**config.mk**
```make
export PLATFORM = sky130hd
export DESIGN_NAME = clock_freq_monitor
export DESIGN_NICKNAME = d
export VERILOG_FILES = /design/src/rtl/clk_mon_pkg.sv /design/src/rtl/edge_sync_counter.sv /design/src/rtl/clock_freq_monitor.sv
export SDC_FILE = /design/constraint.sdc
export NUM_CORES = 1
export LEC_CHECK = 0
export CORE_AREA = 5 5 96 98
export CTS_BUF_LIST = sky130_fd_sc_hd__clkbuf_4
export CTS_CLUSTER_SIZE = 25
export DETAILED_ROUTE_END_ITERATION = 12
export DIE_AREA = 0 0 101 103
export PLACE_DENSITY_LB_ADDON = 0.05
export SYNTH_ARGS = -nofsm -noshare
export SYNTH_HDL_FRONTEND = slang
export SYNTH_SLANG_ARGS = --single-unit
```
**constraint.sdc**
```tcl
create_clock -name clk_in -period 2.1 [get_ports clk_in]
set_input_delay 0.21 -clock clk_in [delete_from_list [all_inputs] [get_ports clk_in]]
set_output_delay 0.21 -clock clk_in [all_outputs]
set_load 0.03 [all_outputs]
```
**src/rtl/clk_mon_pkg.sv**
```systemverilog
// Shared types and helpers for the divided-clock frequency monitor.
package clk_mon_pkg;

   localparam int CNT_W  = 8;
   localparam int NUM_CH = 4;
   localparam int WIN_W  = 12;

   typedef enum logic [1:0] {
      IDLE,
      ARM,
      COUNT,
      COMPARE
   } mon_state_t;

   // 9-bit unsigned tolerance check so that exp_val + tol never wraps for 8-bit counts.
   function automatic logic out_of_tol(input logic [CNT_W-1:0] cnt,
                                       input logic [8:0]       exp_val,
                                       input logic [8:0]       tol);
      logic [8:0] cnt9;
      cnt9 = {1'b0, cnt};
      return (cnt9 > exp_val + tol) || (cnt9 + tol < exp_val);
   endfunction

endpackage

```
**src/rtl/edge_sync_counter.sv**
```systemverilog
// One monitored channel: two-flop synchronizer, rising-edge detect and a saturating edge counter.
module edge_sync_counter
   import clk_mon_pkg::*;
(
   input  logic             clk_in,
   input  logic             rst,
   input  logic             mon_clk,
   input  logic             clear,
   input  logic             en,
   output logic [CNT_W-1:0] count
);

   logic sync_1;
   logic sync_2;
   logic prev;
   logic rise;

   assign rise = sync_2 & ~prev;

   always_ff @(posedge clk_in) begin
      if (rst) begin
         sync_1 <= 1'b0;
         sync_2 <= 1'b0;
         prev   <= 1'b0;
      end else begin
         sync_1 <= mon_clk;
         sync_2 <= sync_1;
         prev   <= sync_2;
      end
   end

   // Holds at all-ones once saturated so a runaway clock still reads as too fast.
   always_ff @(posedge clk_in) begin
      if (rst || clear) begin
         count <= '0;
      end else if (en && rise && (count != '1)) begin
         count <= count + 1'b1;
      end
   end

endmodule

```
**src/rtl/clock_freq_monitor.sv**
```systemverilog
// Counts rising edges of four divided clocks over a fixed window and flags out-of-tolerance or stuck channels.
module clock_freq_monitor
   import clk_mon_pkg::*;
#(
   parameter int WINDOW = 100,
   parameter int EXP0   = 10,
   parameter int EXP1   = 13,
   parameter int EXP2   = 16,
   parameter int EXP3   = 20,
   parameter int TOL    = 1
) (
   input  logic              clk_in,
   input  logic              rst,
   input  logic [NUM_CH-1:0] mon_clk,
   input  logic              start,
   input  logic              continuous,
   input  logic              abort,
   output logic              busy,
   output logic              done,
   output logic              pass,
   output logic [NUM_CH-1:0] fail,
   output logic [NUM_CH-1:0] stuck,
   output logic [CNT_W-1:0]  edge_cnt0,
   output logic [CNT_W-1:0]  edge_cnt1,
   output logic [CNT_W-1:0]  edge_cnt2,
   output logic [CNT_W-1:0]  edge_cnt3
);

   localparam logic [NUM_CH-1:0][8:0] EXP_V    = {9'(EXP3), 9'(EXP2), 9'(EXP1), 9'(EXP0)};
   localparam logic [8:0]             TOL_V    = 9'(TOL);
   localparam logic [WIN_W-1:0]       WIN_LOAD = WIN_W'(WINDOW - 1);

   mon_state_t                    state;
   logic [WIN_W-1:0]              win_cnt;
   logic [NUM_CH-1:0][CNT_W-1:0]  live_cnt;
   logic [NUM_CH-1:0][CNT_W-1:0]  res_cnt;
   logic [NUM_CH-1:0]             cmp_fail;
   logic [NUM_CH-1:0]             cmp_stuck;
   logic                          clear_cnt;
   logic                          count_en;

   assign clear_cnt = (state == ARM);
   assign count_en  = (state == COUNT);

   for (genvar i = 0; i < NUM_CH; i++) begin : g_ch
      edge_sync_counter u_ch (
         .clk_in  (clk_in),
         .rst     (rst),
         .mon_clk (mon_clk[i]),
         .clear   (clear_cnt),
         .en      (count_en),
         .count   (live_cnt[i])
      );
   end

   // A stuck channel always fails, even if the tolerance band reaches down to zero.
   always_comb begin
      cmp_fail  = '0;
      cmp_stuck = '0;
      for (int i = 0; i < NUM_CH; i++) begin
         cmp_stuck[i] = (live_cnt[i] == '0);
         cmp_fail[i]  = cmp_stuck[i] | out_of_tol(live_cnt[i], EXP_V[i], TOL_V);
      end
   end

   always_ff @(posedge clk_in) begin
      if (rst) begin
         state   <= IDLE;
         win_cnt <= '0;
         busy    <= 1'b0;
         done    <= 1'b0;
         pass    <= 1'b0;
         fail    <= '0;
         stuck   <= '0;
         res_cnt <= '0;
      end else begin
         done <= 1'b0;
         if (abort) begin
            state <= IDLE;
            busy  <= 1'b0;
         end else begin
            case (state)
               IDLE: begin
                  if (start) begin
                     state <= ARM;
                     busy  <= 1'b1;
                  end
               end
               ARM: begin
                  win_cnt <= WIN_LOAD;
                  state   <= COUNT;
               end
               COUNT: begin
                  if (win_cnt == '0) begin
                     state <= COMPARE;
                  end else begin
                     win_cnt <= win_cnt - 1'b1;
                  end
               end
               COMPARE: begin
                  res_cnt <= live_cnt;
                  fail    <= cmp_fail;
                  stuck   <= cmp_stuck;
                  pass    <= ~|cmp_fail;
                  done    <= 1'b1;
                  if (continuous) begin
                     state <= ARM;
                  end else begin
                     state <= IDLE;
                     busy  <= 1'b0;
                  end
               end
               default: state <= IDLE;
            endcase
         end
      end
   end

   assign edge_cnt0 = res_cnt[0];
   assign edge_cnt1 = res_cnt[1];
   assign edge_cnt2 = res_cnt[2];
   assign edge_cnt3 = res_cnt[3];

endmodule

```
* Word level (Yosys, flattened, before mapping)
Cells that the tools add are included.
** Word-level totals
- Register bits :: 101
- Latch bits :: 0
- Memory bits (writable) :: 0
- Memory bits (read-only) :: 0
- Bits of input ports :: 9
- Output and inout port bits :: 43
- Word-level logic and storage cells :: 106
- Memories :: 0
** Operators by class
- Add/sub/neg operators :: 9
- Multipliers :: 0
- Divide/modulo/power cells :: 0
- Magnitude comparators :: 8
- Equality and inequality tests :: 11
- Shift operators :: 0
- Muxes and demuxes :: 10
- Bitwise operators :: 13
- Reduce and logical (&&, ||, !) cells :: 28
** Operators with widths (number)
- $add 8x1->9 const B :: 4
- $add 8x1->8 const B :: 4
- $logic_not 8->1 :: 4
- $ne 8x8->1 const B :: 4
- $pmux 12 s2 :: 1
- $lt 9x4->1 const B :: 2
- $lt 9x5->1 const B :: 2
- $gt 8x4->1 const B :: 2
- $gt 8x5->1 const B :: 2
- $logic_not 12->1 :: 1
- $mux 12 :: 1
- $sub 12x1->12 const B :: 1
- $logic_and 1x1->1 :: 8
- $ne 2x2->1 const B :: 4
- $pmux 2 s4 :: 1
- $reduce_and 3->1 :: 2
- $logic_or 1x1->1 :: 5
- $not 1->1 :: 5
- $and 1x1->1 :: 4
- $eq 2x2->1 const B :: 2
- $mux 1 :: 4
- $mux 2 :: 2
- $or 1x1->1 :: 4
- $reduce_and 2->1 :: 2
- 7 further kinds :: 8

* Logic depth before layout (Yosys ltp)
- Depth in word-level cells :: 6
- Mapped depth :: 8
- Mapped depth without buffers :: 7

* By module
From an unflattened synthesis, not the netlist that was laid out.
** Unflattened totals
- Cells, all modules :: 535
- Area total of the unflattened synthesis :: 4563.1 um^2
** By module, submodules not included
- clock_freq_monitor :: times used 1, cells an instance 319, area an instance 2586.2 um^2, sequential area each 1141.1 um^2
- edge_sync_counter :: times used 4, cells an instance 54, area an instance 494.2 um^2, sequential area each 220.2 um^2

* Worst setup path before layout
OpenSTA, ideal clock, no wires.
- Path kind :: reg2reg
- Start point :: register state[0]
- End point :: register g_ch[1].u_ch.count[5]
- Data arrival time :: 1.592 ns
- Path slack :: 0.380 ns
- Cell stages (with the launch flop) :: 9
- Buffers on the path :: 1
- Period minus slack after synthesis :: 1.720 ns
- Path through :: dfxtp_1 inv_1 ha_1 buf_2 nand3b_1 a41oi_2 nor2b_1 xnor2_1 nor2_1
** Between the ends
- Cells in the longest elaborated chain, start to end :: 3
- Elaborated cells on any way between the ends :: 5
** Ends and longest elaborated chain
- start: declaration :: RTL line clock_freq_monitor.sv:33 : mon_state_t state;
- start signal: assignment :: RTL line clock_freq_monitor.sv:68 : state <= IDLE;
- start signal: assignment :: RTL line clock_freq_monitor.sv:79 : state <= IDLE;
- start signal: assignment :: RTL line clock_freq_monitor.sv:85 : state <= ARM;
- $eq 2x2->1 :: RTL line clock_freq_monitor.sv:43 : assign count_en = (state == COUNT);
- $logic_and 1x1->1 (2 in series) :: RTL line edge_sync_counter.sv:36 : end else if (en && rise && (count != '1)) begin
- end signal: assignment :: RTL line edge_sync_counter.sv:37 : count <= count + 1'b1;
- end: declaration :: RTL line edge_sync_counter.sv:10 : output logic [CNT_W-1:0] count
Parallel ways exist; a longest one is shown, timed or not.
A chain may end at the register's enable or synchronous reset.

* Worst setup path after layout
- Start point :: register state[0]
- End point :: register win_cnt[6]
** Between the ends
- Cells in the longest elaborated chain, start to end :: 3
- Elaborated cells on any way between the ends :: 6
** Ends and longest elaborated chain
- $eq 2x2->1 or $eq 2x1->1 (tied branches) :: RTL line clock_freq_monitor.sv:82 : case (state)
- $ne 2x2->1 (no source line) or $reduce_bool 2->1 (tied branches)
- $reduce_and 3->1 (no source line)
- end signal: assignment :: RTL line clock_freq_monitor.sv:97 : win_cnt <= win_cnt - 1'b1;
- end: declaration :: RTL line clock_freq_monitor.sv:34 : logic [WIN_W-1:0] win_cnt;
Parallel ways exist; a longest one is shown, timed or not.

==> out/results.txt <==
outcome -> completed
hold crit path type -> in2reg
top cells by area, synth -> sky130_fd_sc_hd__dfxtp_1, sky130_fd_sc_hd__nand2_1, sky130_fd_sc_hd__a21oi_1, sky130_fd_sc_hd__nor2_1, sky130_fd_sc_hd__ha_1
maximum frequency from static timing analysis -> 525 MHz
storage element area -> 2020 um^2
syn avg cell area -> 8.37 um^2
crit end category -> flop
Switching Fraction -> 0.257
pin count of the biggest net entering global routing -> 42
via count of the first global-routing pass -> 3,508
setup tns final -> 0 ns
share of the synthesized area in the top cell type -> 0.438
post-synthesis cell area -> 4620 um^2
cell at the root of the clock tree -> sky130_fd_sc_hd__clkbuf_4
Synth Area in Compound Gates -> 0.128
overall power -> 3.09 mW
critical path data arrival time -> 2.29 ns
share of power burned in combinational logic -> 0.072
clock tree from TritonCTS -> built
Clock Latency Late Sink -> 0.44 ns
Antenna Diode Count -> 0
Setup Viol. Count Final -> 0
Primary FF master, synth -> sky130_fd_sc_hd__dfxtp_1
post-synthesis adder-cell area fraction -> 0.0461
Clock power frac -> 0.288
detailed placement HPWL -> 6.89 mm
average wire per cell in the routed design -> 13.8 um
register bit count reported by yosys -> 101
ordered cell list for the critical path -> inv_1 > ha_1 > o21bai_1 > a311oi_2 > nand2_1 > xor2_1 > a21oi_1
most area-hungry cell type in the Yosys netlist -> sky130_fd_sc_hd__dfxtp_1
drt drc -> 0
number of levels the H-tree was split into -> 3
transition at the pin with the smallest max-transition slack -> 0.685 ns
commonest cells after routing, fill and taps aside -> sky130_fd_sc_hd__nand2_1, sky130_fd_sc_hd__dfxtp_1, sky130_fd_sc_hd__nor2_1
port buffer count -> 51
setup repair after global routing missed its margin -> no
antenna violations before repair -> 0
leading cell type in the layout, fill and taps excluded -> sky130_fd_sc_hd__nand2_1
switching power -> 795 uW
final WL -> 9.73 mm
worst-path maximum fanout -> 7
maximum buffer depth of the clock tree -> 2
Die Outline Area -> 10,400 um^2
number of buffers inserted during clock tree synthesis -> 9
Layout Nets -> 620
synthesis warning total -> 0
sequential share of power -> 0.640
count of flip-flops with a built-in enable after synthesis -> 0
final-layout fill cell count -> 733
largest stage delay on the critical path -> 0.42 ns
kind of start point of the critical path -> flop
overall die width -> 101 um
number of unique standard cell types used by synthesis -> 53
classification of the worst setup path -> reg2reg
layout overhead on the synthesized area -> 16.1%
number of top-level design ports -> 52
cell with the largest stage delay on the worst path -> sky130_fd_sc_hd__a311oi_2
combinational family with the most area after synthesis -> simple AND/OR/NAND/NOR gates
Initial Utilization -> 0.551
Pwr per Cell Area -> 576 nW/um^2
wire length of the first global-routing pass -> 16.4 mm
async set-or-reset flop fraction in the synthesized netlist -> 0
antenna violation net count after detailed routing -> 0
proportion of layout cells with a drive suffix above 1 -> 0.0718
xor-xnor portion of the synthesized cell area -> 0.0588
max-cap violations -> 0
Internal -> 2.29 mW
remaining global-route overflow -> 0
Max Slew Vio Count -> 0
gate count of the mapped netlist -> 552
final worst-path cycle share -> 0.907
number of placement rows -> 34
worst setup skew after layout -> 0.0167 ns
starting DRC count in detailed routing -> 103
total iterations of the first detailed-routing run -> 4
CP required -> 2.48 ns
Leak Pwr -> 1.87 nW
combined global-route utilization of all metal layers -> 0.194
minimum period implied by the final worst setup slack -> 1.91 ns
CTS Hold Bufs -> 0
worst supply voltage drop on vdd -> 0.000279 V
share of synthesized area occupied by flip-flops and latches -> 0.438
gpl congestion -> 0.839
area share of and/or/nand/nor cells after synthesis -> 0.268
overall die height -> 103 um
share of cell area taken by muxes after synthesis -> 0.0195
routed via count divided by cell count -> 5.29
area taken by multi-input logic gates -> 2420 um^2
worst-case headroom to the max-slew limit -> 0.543
placeable core region -> 8380 um^2
Hold Violations, Final -> 0
Post-Syn Nets -> 578
total number of vias -> 3,741
clk sink count -> 101
clk slew on worst S/H paths -> 0.15 ns
-- cells in the mapped netlist (4+ instances only) --
| master | number |
|---|---|
| sky130_fd_sc_hd__nand3b_1 | 4 |
| sky130_fd_sc_hd__nor3_1 | 15 |
| sky130_fd_sc_hd__and3_1 | 6 |
| sky130_fd_sc_hd__a211oi_1 | 4 |
| sky130_fd_sc_hd__ha_1 | 17 |
| sky130_fd_sc_hd__inv_1 | 18 |
| sky130_fd_sc_hd__nor2_1 | 60 |
| sky130_fd_sc_hd__clkbuf_1 | 27 |
| sky130_fd_sc_hd__nand4_1 | 10 |
| sky130_fd_sc_hd__o21ai_0 | 8 |
| sky130_fd_sc_hd__nor2b_1 | 16 |
| sky130_fd_sc_hd__nand2_1 | 102 |
| sky130_fd_sc_hd__xnor2_1 | 10 |
| sky130_fd_sc_hd__nand3_1 | 12 |
| sky130_fd_sc_hd__buf_2 | 5 |
| sky130_fd_sc_hd__mux2i_1 | 9 |
| sky130_fd_sc_hd__a21oi_1 | 49 |
| sky130_fd_sc_hd__dfxtp_1 | 101 |
| sky130_fd_sc_hd__xor2_1 | 21 |
| sky130_fd_sc_hd__nand2b_1 | 7 |
| sky130_fd_sc_hd__a311oi_1 | 4 |
-- final timing paths --
| path | startpoint | to | slack, ns | depth (start not counted) |
|---|---|---|---|---|
| max | state[0] | win_cnt[6] | 0.19 | 7 |
| min | rst | fail[3] | 0.15 | 2 |
| max reg2reg | state[0] | win_cnt[6] | 0.19 | 7 |
| min reg2reg | g_ch[0].u_ch.sync_1 | g_ch[0].u_ch.sync_2 | 0.46 | 1 |
-- layer usage --
layer,wire length [um],track usage
met3,404,0.0325
met1,4640,0.257
met2,4560,0.322
met4,127,0.0665
met5,0,0
-- worst max-delay path: cells and delay by family, from the launching register on --
kind	cells	cell delay [ns]
compound gates	3	0.76
xor+xnor	1	0.15
fa+ha+maj	1	0.34
buf+inv	1	0.13
flops	1	0.37
simple gates	1	0.12
-- cells by family (layout without fill, tap and decap cells) --
logic type / Yosys count / after routing
adders and majority gates: 17 / 17
DFF: 101 / 101
and+or+nand+nor: 256 / 256
buffers and inverters: 50 / 97
muxes: 9 / 9
AOI/OAI and AO/OA: 88 / 88
xor gates and xnor gates: 31 / 31
-- what timing repair did --
| item | CTS | global route |
|---|---|---|
| hold endpoints to repair | 0 | 0 |
| setup buffers | 0 | 2 |
| endpoints found under the setup margin | 0 | 3 |
| resized for setup | 0 | 1 |
-- cell type report --
type,count,share of cell area
clock buffers,10,0.0140
clock inverters,6,0.00723
flip-flops and latches,101,0.377
inverters,18,0.0126
well taps,108,0.0252
multi-input cells,401,0.451
repair buffers,63,0.113
-- power groups by stage --
stage	sequential, mW	clock [mW]	combinational, mW
2_1_floorplan	2.01	0	0.164
3_3_place_gp	2.02	0	0.215
3_5_place_dp	2.02	0	0.222
4_1_cts	1.98	0.919	0.223
5_1_grt	1.98	0.996	0.247
6_report	1.98	0.890	0.222
-- sequential cells by signal (all words and copies together) (netlist names), 8 cells and up --
signal and cells:
edge_cnt0 8, edge_cnt2 8, win_cnt 12, g_ch.u_ch.count 32, edge_cnt1 8, edge_cnt3 8
-- through the flow --
stage                      util  area [um^2]  setup WS, ns  instances  hold WS, ns
final                     0.640         5360         0.195        707        0.147
after global placement    0.623         5220         0.223        689        0.425
after CTS                 0.637         5340         0.121        705        0.122
after floorplan               -         4620         0.380        552        0.279
after detailed placement  0.623         5220         0.141        689        0.422
after global routing      0.640         5360        0.0170        707        0.144
No activity file was read; power rests on OpenSTA's default activity.
==> edit, RTL diff (same settings) <==
Re-encode `mon_state_t` (4 states) as one-hot, 4 bits wide.
--- a/src/rtl/clk_mon_pkg.sv
+++ b/src/rtl/clk_mon_pkg.sv
@@ -7,7 +7,7 @@
 
-   typedef enum logic [1:0] {
-      IDLE,
-      ARM,
-      COUNT,
-      COMPARE
+   typedef enum logic [3:0] {
+      IDLE    = 4'b0001,
+      ARM     = 4'b0010,
+      COUNT   = 4'b0100,
+      COMPARE = 4'b1000
    } mon_state_t;
Behaviour: no difference found for any inputs over 10 cycles, from zero or initial values and one cycle with rst high; not proved beyond that.
==> edit against the original RTL <==
Wire length rose by 4.8%. Setup slack worse by 130 ps. Cell area grew 3.7%. Synthesized area grew 2.6%. Die area unchanged. Sequential share of layout area is 0.58 points lower. Global-route usage rose by 0.70 points. Sequential cell count up 2. Via count is 8.6% higher. First-iteration DRC count grew 66%.
Power is not compared: it rests on default switching activity, and its combinational part moved more than twofold at a synthesized area within 25%.
==> edit: results (changes against the original RTL) <==
status: "completed"
synthTopCellsByCount: "dfxtp_1 (103), nand2_1 (87), a21oi_1 (55), nor2_1 (48), clkbuf_1 (27)"
placed_cell_area_um2: 5440  # +4.1%
grt_use_total: 0.201  # +0.00698
grt_pass1_wl_um: 17000  # +3.7%
seq_area_frac_synth: 0.435  # -0.00265
arrival_ps: 2370  # +80 ps
viasPerCell: 5.56  # +5.0%
routed_wl_um: 10200  # +4.8%
use_met3: 0.0514  # +0.0189
fillers: 741  # +1.1%
firstDrtPassIters: 4  # unchanged
globalplace.congestion: 0.847  # +0.98%
antenna_found_initial: 0  # unchanged
whs_ps: 197  # +49.5 ps
synthTopCellsByArea: "dfxtp_1 (44%), nand2_1 (6.9%), a21oi_1 (5.8%), nor2_1 (3.8%), ha_1 (3.4%)"
drive_above_1_share: 0.104  # +0.0325
clock_skew_ps: 20.9  # +4.14 ps
grt_pass1_vias: 3741  # +6.6%
syn_nets: 588  # +1.7%
met1_usage: 0.244  # -0.0138
first_iter_violations: 171  # +66%
met2_usage: 0.361  # +0.0395
insertedDiodeCount: 0  # unchanged
max_slew_margin: 0.563  # +0.0192
worst-path-max-fanout: 7  # unchanged
r2r_slack_ps: 60  # -130 ps
dp_hpwl_um: 7290  # +5.8%
ys_types: 64  # +21%
grt_max_degree: 43  # +2.4%
fin_nets: 640  # +3.2%
-- edit: area by class of cell --
| class | count | area, µm² | share of cell area |
|---|---|---|---|
| timing repair buffer | 78 | 724 | 0.130 |
| clock buffer | 9 | 67.6 | 0.0122 |
| multi-input combinational | 407 | 2450 | 0.440 |
| sequential | 103 | 2060 | 0.371 |
| clock inverter | 7 | 48.8 | 0.00878 |
| inverter | 19 | 71.3 | 0.0128 |
| tap | 108 | 135 | 0.0243 |
-- edit: worst max-delay path: stages, from the launching register on --
cell and delay, ps:
dfxtp_1 390, or4_1 640, or4_4 550, a211oi_2 180, xnor2_1 140, nor2_1 50
-- edit: cells by family after synthesis --
kind of cell / count (synthesis) / synth area share
mux: 5 / 0.0106
fa+ha+maj: 13 / 0.0343
buf+inv: 56 / 0.0489
simple gates: 263 / 0.292
compound gates: 110 / 0.149
xor+xnor: 16 / 0.0296
flops: 103 / 0.435
-- edit: path summary, 6_finish.rpt --
path | startpoint | to | cells after the start
hold reg to reg | g_ch[2].u_ch.sync_1 | g_ch[2].u_ch.sync_2 | 1
setup / recovery | win_cnt[2] | win_cnt[11] | 5
setup reg to reg | win_cnt[2] | win_cnt[11] | 5
hold / removal | rst | g_ch[0].u_ch.sync_1 | 2
-- edit: repair_timing --
item                                    4_1_cts  5_1_grt
buffers inserted                              0        0
endpoints found under the setup margin        0       14
resized for setup                             0        4
-- edit: layer usage --
metal | vias up | share of wire
li1 | 2076 | -
met1 | 1895 | 0.45
met2 | 82 | 0.50
met3 | 10 | 0.037
met4 | 0 | 0.0090
met5 | - | 0
-- edit: per-stage QoR --
| step | setup WS, ps | std cells | power (µW) |
|---|---|---|---|
| detailed placement | 67.5 | 715 | 2130 |
| global route | 5.23 | 731 | 3120 |
| global placement | 125 | 715 | 2130 |
| finish | 60.6 | 731 | 2990 |
| floorplan | 138 | 566 | 2080 |
| CTS | 31.0 | 731 | 3030 |
-- edit: power by group through the flow --
| stage | clock, µW | combinational, µW | sequential (µW) |
|---|---|---|---|
| after detailed placement | 0 | 108 | 2020 |
| after floorplan | 0 | 68.7 | 2020 |
| after global placement | 0 | 107 | 2020 |
| after CTS | 943 | 109 | 1980 |
| final | 901 | 109 | 1980 |
| after global routing | 1020 | 119 | 1980 |
